**src/rtl/lab3_seq_if.sv**
```systemverilog
// lab3_seq_if: bundles the sweep handshake, the Lab3 drive/sample pins and the captured table.
// master = controller/stub side, slave = the lab3_seq sequencer.
interface lab3_seq_if;
  logic        start;
  logic        a;
  logic        b;
  logic        c;
  logic        x;
  logic        y;
  logic        busy;
  logic        done;
  logic [15:0] result;
  logic [2:0]  idx;

  modport master (
    output start, x, y,
    input  a, b, c, busy, done, result, idx
  );

  modport slave (
    input  start, x, y,
    output a, b, c, busy, done, result, idx
  );
endinterface

```
**src/rtl/lab3_seq.sv**
```systemverilog
// lab3_seq: walks a 3-input Lab3 circuit through all 8 input vectors and captures {y,x} per vector.
// Define LAB3_CHECK_EN to add the mismatch output comparing the captured table with EXPECT.
module lab3_seq #(
  parameter int unsigned SETTLE = 1,
  parameter logic [15:0] EXPECT = 16'h0000
) (
  input  logic      clk,
  input  logic      rst_n,
  lab3_seq_if.slave bus
`ifdef LAB3_CHECK_EN
  ,
  output logic      mismatch
`endif
);

  typedef enum logic [1:0] {
    IDLE,
    APPLY,
    SAMPLE,
    FINISH
  } state_t;

  localparam logic [3:0] SETTLE_LAST = 4'(SETTLE - 1);

  state_t      r_state;
  state_t      w_stateNext;
  logic [2:0]  r_idx;
  logic [2:0]  w_idxNext;
  logic [3:0]  r_settle;
  logic [3:0]  w_settleNext;
  logic [15:0] r_result;
  logic [15:0] w_resultNext;
  logic [2:0]  r_abc;
  logic [2:0]  w_abcNext;
  logic        r_busy;
  logic        w_busyNext;
  logic        r_done;
  logic        w_doneNext;
  logic        w_accept;

  always_ff @(posedge clk or negedge rst_n) begin
    if (!rst_n) begin
      r_state <= IDLE;
    end else begin
      r_state <= w_stateNext;
    end
  end

  // busy/done/{a,b,c} are decoded from the next state so they come straight from flops.
  always_comb begin
    w_stateNext  = r_state;
    w_idxNext    = r_idx;
    w_settleNext = r_settle;
    w_resultNext = r_result;
    w_accept     = 1'b0;

    case (r_state)
      IDLE: begin
        if (bus.start) begin
          w_accept     = 1'b1;
          w_stateNext  = APPLY;
          w_idxNext    = 3'd0;
          w_settleNext = 4'd0;
          w_resultNext = 16'h0000;
        end
      end
      APPLY: begin
        if (r_settle == SETTLE_LAST) begin
          w_stateNext  = SAMPLE;
          w_settleNext = 4'd0;
        end else begin
          w_settleNext = r_settle + 4'd1;
        end
      end
      SAMPLE: begin
        w_resultNext[{r_idx, 1'b0} +: 2] = {bus.y, bus.x};
        if (r_idx == 3'd7) begin
          w_stateNext = FINISH;
        end else begin
          w_idxNext   = r_idx + 3'd1;
          w_stateNext = APPLY;
        end
      end
      FINISH: begin
        w_stateNext = IDLE;
      end
      default: begin
        w_stateNext = IDLE;
      end
    endcase

    w_busyNext = (w_stateNext == APPLY) || (w_stateNext == SAMPLE);
    w_doneNext = (w_stateNext == FINISH);
    w_abcNext  = w_busyNext ? w_idxNext : 3'b000;
  end

  always_ff @(posedge clk or negedge rst_n) begin
    if (!rst_n) begin
      r_idx    <= 3'd0;
      r_settle <= 4'd0;
      r_result <= 16'h0000;
      r_abc    <= 3'b000;
      r_busy   <= 1'b0;
      r_done   <= 1'b0;
    end else begin
      r_idx    <= w_idxNext;
      r_settle <= w_settleNext;
      r_result <= w_resultNext;
      r_abc    <= w_abcNext;
      r_busy   <= w_busyNext;
      r_done   <= w_doneNext;
    end
  end

  assign bus.a      = r_abc[2];
  assign bus.b      = r_abc[1];
  assign bus.c      = r_abc[0];
  assign bus.busy   = r_busy;
  assign bus.done   = r_done;
  assign bus.result = r_result;
  assign bus.idx    = r_idx;

`ifdef LAB3_CHECK_EN
  logic r_mismatch;

  // Evaluated on the edge into FINISH, using the table including the final sample.
  always_ff @(posedge clk or negedge rst_n) begin
    if (!rst_n) begin
      r_mismatch <= 1'b0;
    end else if (w_accept) begin
      r_mismatch <= 1'b0;
    end else if ((r_state == SAMPLE) && (w_stateNext == FINISH)) begin
      r_mismatch <= (w_resultNext != EXPECT);
    end
  end

  assign mismatch = r_mismatch;
`else
  logic w_unusedExpect;
  logic w_unusedAccept;

  assign w_unusedExpect = ^EXPECT;
  assign w_unusedAccept = w_accept;
`endif

endmodule

```
**src/flat_wrapper.sv**
```systemverilog
// flat-port wrapper written by rule: the top's interface ports become plain ports
module lab3_seq_flat 
#(
  parameter int unsigned SETTLE = 1,
  parameter logic [15:0] EXPECT = 16'h0000
)
  (clk, rst_n, bus_start, bus_x, bus_y, bus_a, bus_b, bus_c, bus_busy, bus_done, bus_result, bus_idx);
  lab3_seq_if bus_i ();
  input  logic clk;
  input  logic rst_n;
  input wire logic [$bits(bus_i.start)-1:0] bus_start;
  input wire logic [$bits(bus_i.x)-1:0] bus_x;
  input wire logic [$bits(bus_i.y)-1:0] bus_y;
  output wire logic [$bits(bus_i.a)-1:0] bus_a;
  output wire logic [$bits(bus_i.b)-1:0] bus_b;
  output wire logic [$bits(bus_i.c)-1:0] bus_c;
  output wire logic [$bits(bus_i.busy)-1:0] bus_busy;
  output wire logic [$bits(bus_i.done)-1:0] bus_done;
  output wire logic [$bits(bus_i.result)-1:0] bus_result;
  output wire logic [$bits(bus_i.idx)-1:0] bus_idx;
  assign bus_i.start = bus_start;
  assign bus_i.x = bus_x;
  assign bus_i.y = bus_y;
  assign bus_a = bus_i.a;
  assign bus_b = bus_i.b;
  assign bus_c = bus_i.c;
  assign bus_busy = bus_i.busy;
  assign bus_done = bus_i.done;
  assign bus_result = bus_i.result;
  assign bus_idx = bus_i.idx;
  lab3_seq #(.SETTLE(SETTLE), .EXPECT(EXPECT)) u_core (.clk(clk), .rst_n(rst_n), .bus(bus_i));
endmodule
```
**config.mk**
```make
export PLATFORM = sky130hd
export DESIGN_NAME = lab3_seq_flat
export DESIGN_NICKNAME = d
export VERILOG_FILES = /design/src/rtl/lab3_seq_if.sv /design/src/rtl/lab3_seq.sv /design/src/flat_wrapper.sv
export SDC_FILE = /design/constraint.sdc
export NUM_CORES = 1
export LEC_CHECK = 0
export ABC_AREA = 1
export CAP_MARGIN = 20
export CORE_ASPECT_RATIO = 0.9
export CORE_MARGIN = 2
export CORE_UTILIZATION = 45
export DETAILED_ROUTE_END_ITERATION = 16
export DONT_BUFFER_PORTS = 1
export GPL_TIMING_DRIVEN = 1
export PLACE_DENSITY = 0.56
export SLEW_MARGIN = 10
export SYNTH_ARGS = -nofsm -noshare
export SYNTH_HDL_FRONTEND = slang
export SYNTH_SLANG_ARGS = --single-unit
```
**constraint.sdc**
```tcl
create_clock -name clk -period 4.6 [get_ports clk]
set_input_delay 0.23 -clock clk [delete_from_list [all_inputs] [get_ports clk]]
set_output_delay 0.23 -clock clk [all_outputs]
set_load 0.1 [all_outputs]
```
== After elaboration in Yosys (flattened, before gate mapping) ==
Index checks and enable logic that the tools add are counted.
Word-level totals
  register bits: 30
  bits in latches: 0
  RAM bits: 0
  bits in read-only memories: 0
  bits of input ports: 5
  output and inout bits: 24
  logic and storage cells: 41
  memories kept: 0
Operators by class
  $add $sub $neg: 3
  multipliers: 0
  divide/modulo/power cells: 0
  $lt $le $gt $ge: 0
  equal/unequal tests: 8
  shifts and indexed selects: 2
  muxes and demuxes: 14
  bitwise operators: 0
  reduce and logical (&&, ||, !) cells: 7
Operators with widths (number)
  $pmux W16 S2: 1
  $bwmux W16: 1
  $mux W16: 1
  $shift A2 B6 Y16 const A: 1
  $shiftx A2 B6 Y16: 1
  $mux W3: 3
  $eq A2 B2 Y1 const B: 4
  $mux W4: 2
  $pmux W2 S4: 1
  $pmux W4 S2: 1
  $mux W2: 3
  $neg A4 Y6: 1
  $pmux W3 S2: 1
  $add A4 B1 Y4 const B: 1
  $eq A2 B1 Y1 const B: 2
  $logic_not A4 Y1: 1
  $reduce_and A2 Y1: 2
  $reduce_bool A2 Y1: 2
  $add A3 B1 Y3 const B: 1
  $eq A3 B3 Y1 const B: 1
  $logic_not A2 Y1: 1
  $ne A2 B2 Y1 const B: 1
  $logic_or A1 B1 Y1: 1

== Longest topological paths before layout ==
  depth after elaboration: 6
  depth in mapped cells: 11
  gate-level depth less buffers: 11

== Worst setup path before layout ==
Ideal clock, no wire load.
  path type: register to register
  from: reg u_core.r_idx[0] (netlist: u_core.bus.idx[0])
  to: reg u_core.r_result[12] (netlist: u_core.bus.result[12])
  library setup time: 0.122 ns
  arrival: 2.160 ns
  required time: 4.478 ns
  slack: 2.318 ns
  stages on the path, launching flop included: 10
  buffers on the path: 0
  period minus slack after synthesis: 2.282 ns
  cell sequence: dfrtp_1 inv_2 ha_1 ha_1 inv_2 nand3_1 nand2_1 nand2_1 nand2_1 nand2_1
On the way
  cells in the longest elaborated chain, start to end: 4
  elaborated cells on any way between the ends: 5
  classes of those cells: add/sub: 1; shift: 2; mux: 2
Ends and longest elaborated chain
  from (decl): RTL line lab3_seq.sv:27  | logic [2:0] r_idx;
  from (signal assigned): RTL line lab3_seq.sv:106  | r_idx <= w_idxNext;
  $neg A4 Y6 *: RTL line lab3_seq.sv:76  | w_resultNext[{r_idx, 1'b0} +: 2] = {bus.y, bus.x};
  $shiftx A2 B6 Y16 / $shift A2 B6 Y16 (equally long branches): RTL line lab3_seq.sv:76
  $bwmux W16 *: RTL line lab3_seq.sv:76
  $pmux W16 S2 *: RTL line lab3_seq.sv:57  | case (r_state)
  to (signal assigned): RTL line lab3_seq.sv:108  | r_result <= w_resultNext;
  to (decl): RTL line lab3_seq.sv:31  | logic [15:0] r_result;
Every way passes the cells marked *; elsewhere a longest branch is shown, timed or not.
A chain may end at the register's enable or synchronous reset.

== Final worst setup path ==
Ends and elaborated chain as after synthesis.

==> results.txt <==
The detail-routed via count per cell is a little over 5. The area growth from synthesis to layout came out at 8.57%. The met3 layer usage reported by global route came out at between 6 and 7%. The clock transition at the registers of the reported paths came out at around 0.10 ns. Timing would allow up to 402 MHz.

The floorplan step defined a die boundary enclosing ~3600 um2. The tool flagged a number of max-cap violations equal to 0. The share of post-route cells with drive strength above 1 came out at between 10% and 20%.

Synthesis inferred 30 register bits. At the end of routability-driven placement, the weighted congestion stood at 0.750. The share of the clock period used by the worst path after layout came out at a little over half. The met1 track demand over resource in global routing is between 20% and 30%. After detailed routing, the number of remaining DRC violations is 0.

The global routing usage summed across all routing layers came out at approximately 17%. The number of pins with negative max-slew slack in the final report is 0. The worst hold path belongs to the class in -> reg.

The violation count after the first detailed-route iteration came out at 60. For this block, the routed nets add up to about 2800 um of wire. The relative slew slack is 33.1%.

Measured on the finished design, the core utilization comes to 51.1%. The clock drives 30 sinks. The post-route setup TNS came out at 0 ns.

The row count came out at 19. The number of hold-repair buffers added at the cts stage is 2. The mean area per synthesized cell came out at ~9 um2.

29 I/O pins were placed. The required arrival time at the worst endpoint came out at approximately 4.8 ns. The biggest fanout along the worst timing path is 6. The finished layout cell area came out at roughly 1600 um2. Input and output buffers added on the ports amount to 0.

The buffers inserted during post-CTS setup optimization came out at 0. The deepest level of the CTS H-tree came out at 2. The starting utilization of the core area came out at 47.0%.

In this run the vertical extent of the chip is 57.5 um. The cell count after synthesis came out at 159. Setup violations remaining at the end of the flow were counted as 0. The critical path in this run is classified as reg -> reg. After floorplanning, the core was sized to cover between 3000 and 4000 um2.

The Yosys warning count came out at 0. The post-layout minimum cycle time is around 2.5 ns. The count of cell types in the netlist came out at 19.

The die boundary width came out at around 63 um. After legalization and detailed placement, the total HPWL measured roughly 2100 um. TritonCTS built the clock tree. The first global-routing pass estimated ~4700 um of wire. The number of hold-slack violations in the final timing report is 0. The instance area at placement came out at between 1000 and 1500 um2.

When the netlist entered floorplanning its net count stood at 171. The number of antenna violations at the first check in global routing is 0. The flow ran to the end, and the final reports show no timing, DRC or antenna violations.

The number of optimization iterations in the first detailed-route pass came out at 4. At the worst endpoint, the arrival time is around 2.7 ns. The antenna diode count is 0. The post-cts sizing count is 0. CTS placed an instance of sky130_fd_sc_hd__clkbuf_4 at the clock tree root. The post-synthesis sequential area ratio is 52.4%. Entering global routing, the biggest net connects 31 pins. The residual antenna-violating net count after detailed routing is 0. The post-synthesis cell area is 1430 um2. The worst-case clock buffer depth came out at 2. The number of global-route vias before repair is 1090. met2 is the most crowded layer. At the later pin of the worst-skew pair, clock insertion delay measures roughly 0.34 ns.

The total number of vias came out at 1065. The number of clock buffers inserted by TritonCTS came out at 5. The met2 routing resource usage after global routing is between 20% and 30%. The number of fill cells is about 340.

The register-to-register setup slack is between 2 and 2.5 ns. The number of nets in the layout is between 150 and 200. The routed length per instance came out at roughly 13 um. The transition time of the tightest slew-check pin came out at about 1.0 ns. After global routing the overflow that remains totals 0. The category of the worst setup path capture point is a register. For the final database, setup skew stands at 0.00984 ns. Setup repair after global routing left no endpoint under its margin. STA classifies the critical path startpoint as a register.
-- registers in the layout, indices dropped and copies added (netlist names) --
register	flops
u_core.bus.done	1
u_core.r_abc	3
u_core.bus.busy	1
u_core.bus.idx	3
u_core.r_settle	4
u_core.bus.result	16
u_core.r_state	2
-- synthesized netlist by cell type --
| cell type | count | area (um2) |
|---|---|---|
| sky130_fd_sc_hd__o21ai_1 | 8 | 40.0 |
| sky130_fd_sc_hd__o21ai_0 | 5 | 25.0 |
| sky130_fd_sc_hd__inv_4 | 1 | 6.26 |
| sky130_fd_sc_hd__nor2_2 | 4 | 25.0 |
| sky130_fd_sc_hd__nor2_1 | 8 | 30.0 |
| sky130_fd_sc_hd__inv_1 | 11 | 41.3 |
| sky130_fd_sc_hd__inv_2 | 6 | 22.5 |
| sky130_fd_sc_hd__dfrtp_1 | 30 | 751 |
| sky130_fd_sc_hd__a21oi_1 | 3 | 15.0 |
| sky130_fd_sc_hd__xor2_1 | 2 | 17.5 |
| sky130_fd_sc_hd__nand2_2 | 2 | 12.5 |
| sky130_fd_sc_hd__ha_1 | 7 | 87.6 |
| sky130_fd_sc_hd__nand4_1 | 2 | 12.5 |
| sky130_fd_sc_hd__nand2_1 | 41 | 154 |
| sky130_fd_sc_hd__buf_12 | 1 | 20.0 |
| sky130_fd_sc_hd__nand3_2 | 5 | 50.1 |
| sky130_fd_sc_hd__nor3_1 | 1 | 5.00 |
| sky130_fd_sc_hd__nand3_1 | 21 | 105 |
| sky130_fd_sc_hd__nor2_4 | 1 | 11.3 |
-- layer usage --
metal / up-vias / wire [um]
li1: 536 / -
met1: 492 / 1340
met2: 30 / 1170
met3: 7 / 206
met4: 0 / 70
met5: - / 0
-- through the flow --
| stage | hold slack, ns | worst slack [ns] | instances |
|---|---|---|---|
| after floorplan | -0.0656 | 2.32 | 159 |
| after global placement | -0.0648 | 2.18 | 200 |
| after detailed placement | -0.0647 | 2.13 | 200 |
| after CTS | 0.0286 | 2.10 | 210 |
| after global routing | 0.0419 | 1.93 | 210 |
| final | 0.0327 | 2.11 | 210 |
-- cell families (layout without fill, tap and decap cells) --
logic type	after synthesis	in the layout	synth area share, %
AOI/OAI and AO/OA	16	16	5.59
xor gates and xnor gates	2	2	1.22
adders and majority gates	7	7	6.12
buffers and inverters	19	28	6.29
DFF	30	30	52.4
and+or+nand+nor	85	85	28.3
-- path summary, 6_finish.rpt --
path                                         start                    end  cells after the start
worst min register to register  u_core.r_settle[1]     u_core.r_settle[1]                      2
worst max register to register   u_core.bus.idx[0]  u_core.bus.result[12]                      9
worst max-delay path             u_core.bus.idx[0]  u_core.bus.result[12]                      9
max in group asynchronous                    rst_n        u_core.r_abc[1]                      2
worst min-delay path                         bus_y  u_core.bus.result[13]                      2
min in group asynchronous                    rst_n  u_core.bus.result[10]                      2
-- area by class of cell --
type / count / area, um2 / area share (%)
flip-flops and latches: 30 / 751 / 48.3
multi-input cells: 110 / 591 / 38.0
inverters: 18 / 70.1 / 4.51
clock buffers: 7 / 55.1 / 3.54
well taps: 42 / 52.6 / 3.38
repair buffers: 2 / 30.0 / 1.93
clock inverters: 1 / 5.00 / 0.322
-- critical path: stages (launching register included) --
cell                      delay [ns]
sky130_fd_sc_hd__dfrtp_1        1.02
sky130_fd_sc_hd__inv_2          0.17
sky130_fd_sc_hd__ha_1           0.28
sky130_fd_sc_hd__ha_1           0.40
sky130_fd_sc_hd__inv_2          0.14
sky130_fd_sc_hd__nand3_1        0.11
sky130_fd_sc_hd__nand2_1        0.07
sky130_fd_sc_hd__nand2_1        0.07
sky130_fd_sc_hd__nand2_1        0.06
sky130_fd_sc_hd__nand2_1        0.06
-- layout by cell type, fill, tap and decap left out --
| cell type | synthesis | layout |
|---|---|---|
| sky130_fd_sc_hd__nand2_1 | 41 | 41 |
| sky130_fd_sc_hd__dfrtp_1 | 30 | 30 |
| sky130_fd_sc_hd__nand3_1 | 21 | 21 |
| sky130_fd_sc_hd__inv_1 | 11 | 11 |
| sky130_fd_sc_hd__nor2_1 | 8 | 8 |
| sky130_fd_sc_hd__o21ai_1 | 8 | 8 |
| sky130_fd_sc_hd__ha_1 | 7 | 7 |
| sky130_fd_sc_hd__inv_2 | 6 | 6 |
| sky130_fd_sc_hd__o21ai_0 | 5 | 5 |
| sky130_fd_sc_hd__nand3_2 | 5 | 5 |
| sky130_fd_sc_hd__clkbuf_4 | 0 | 5 |
| sky130_fd_sc_hd__nor2_2 | 4 | 4 |
| sky130_fd_sc_hd__a21oi_1 | 3 | 3 |
| sky130_fd_sc_hd__nand2_2 | 2 | 2 |
| sky130_fd_sc_hd__nand4_1 | 2 | 2 |
| sky130_fd_sc_hd__xor2_1 | 2 | 2 |
| sky130_fd_sc_hd__inv_4 | 1 | 1 |
| sky130_fd_sc_hd__nor3_1 | 1 | 1 |
| sky130_fd_sc_hd__nor2_4 | 1 | 1 |
| sky130_fd_sc_hd__clkinv_2 | 0 | 1 |
| sky130_fd_sc_hd__clkbuf_1 | 0 | 1 |
| sky130_fd_sc_hd__clkbuf_8 | 0 | 1 |
| sky130_fd_sc_hd__buf_12 | 1 | 1 |
| sky130_fd_sc_hd__dlygate4sd3_1 | 0 | 1 |
Power is left out: the tool's default activity adds up to more than one toggle a clock period on the data nets, which glitch-free logic cannot reach.
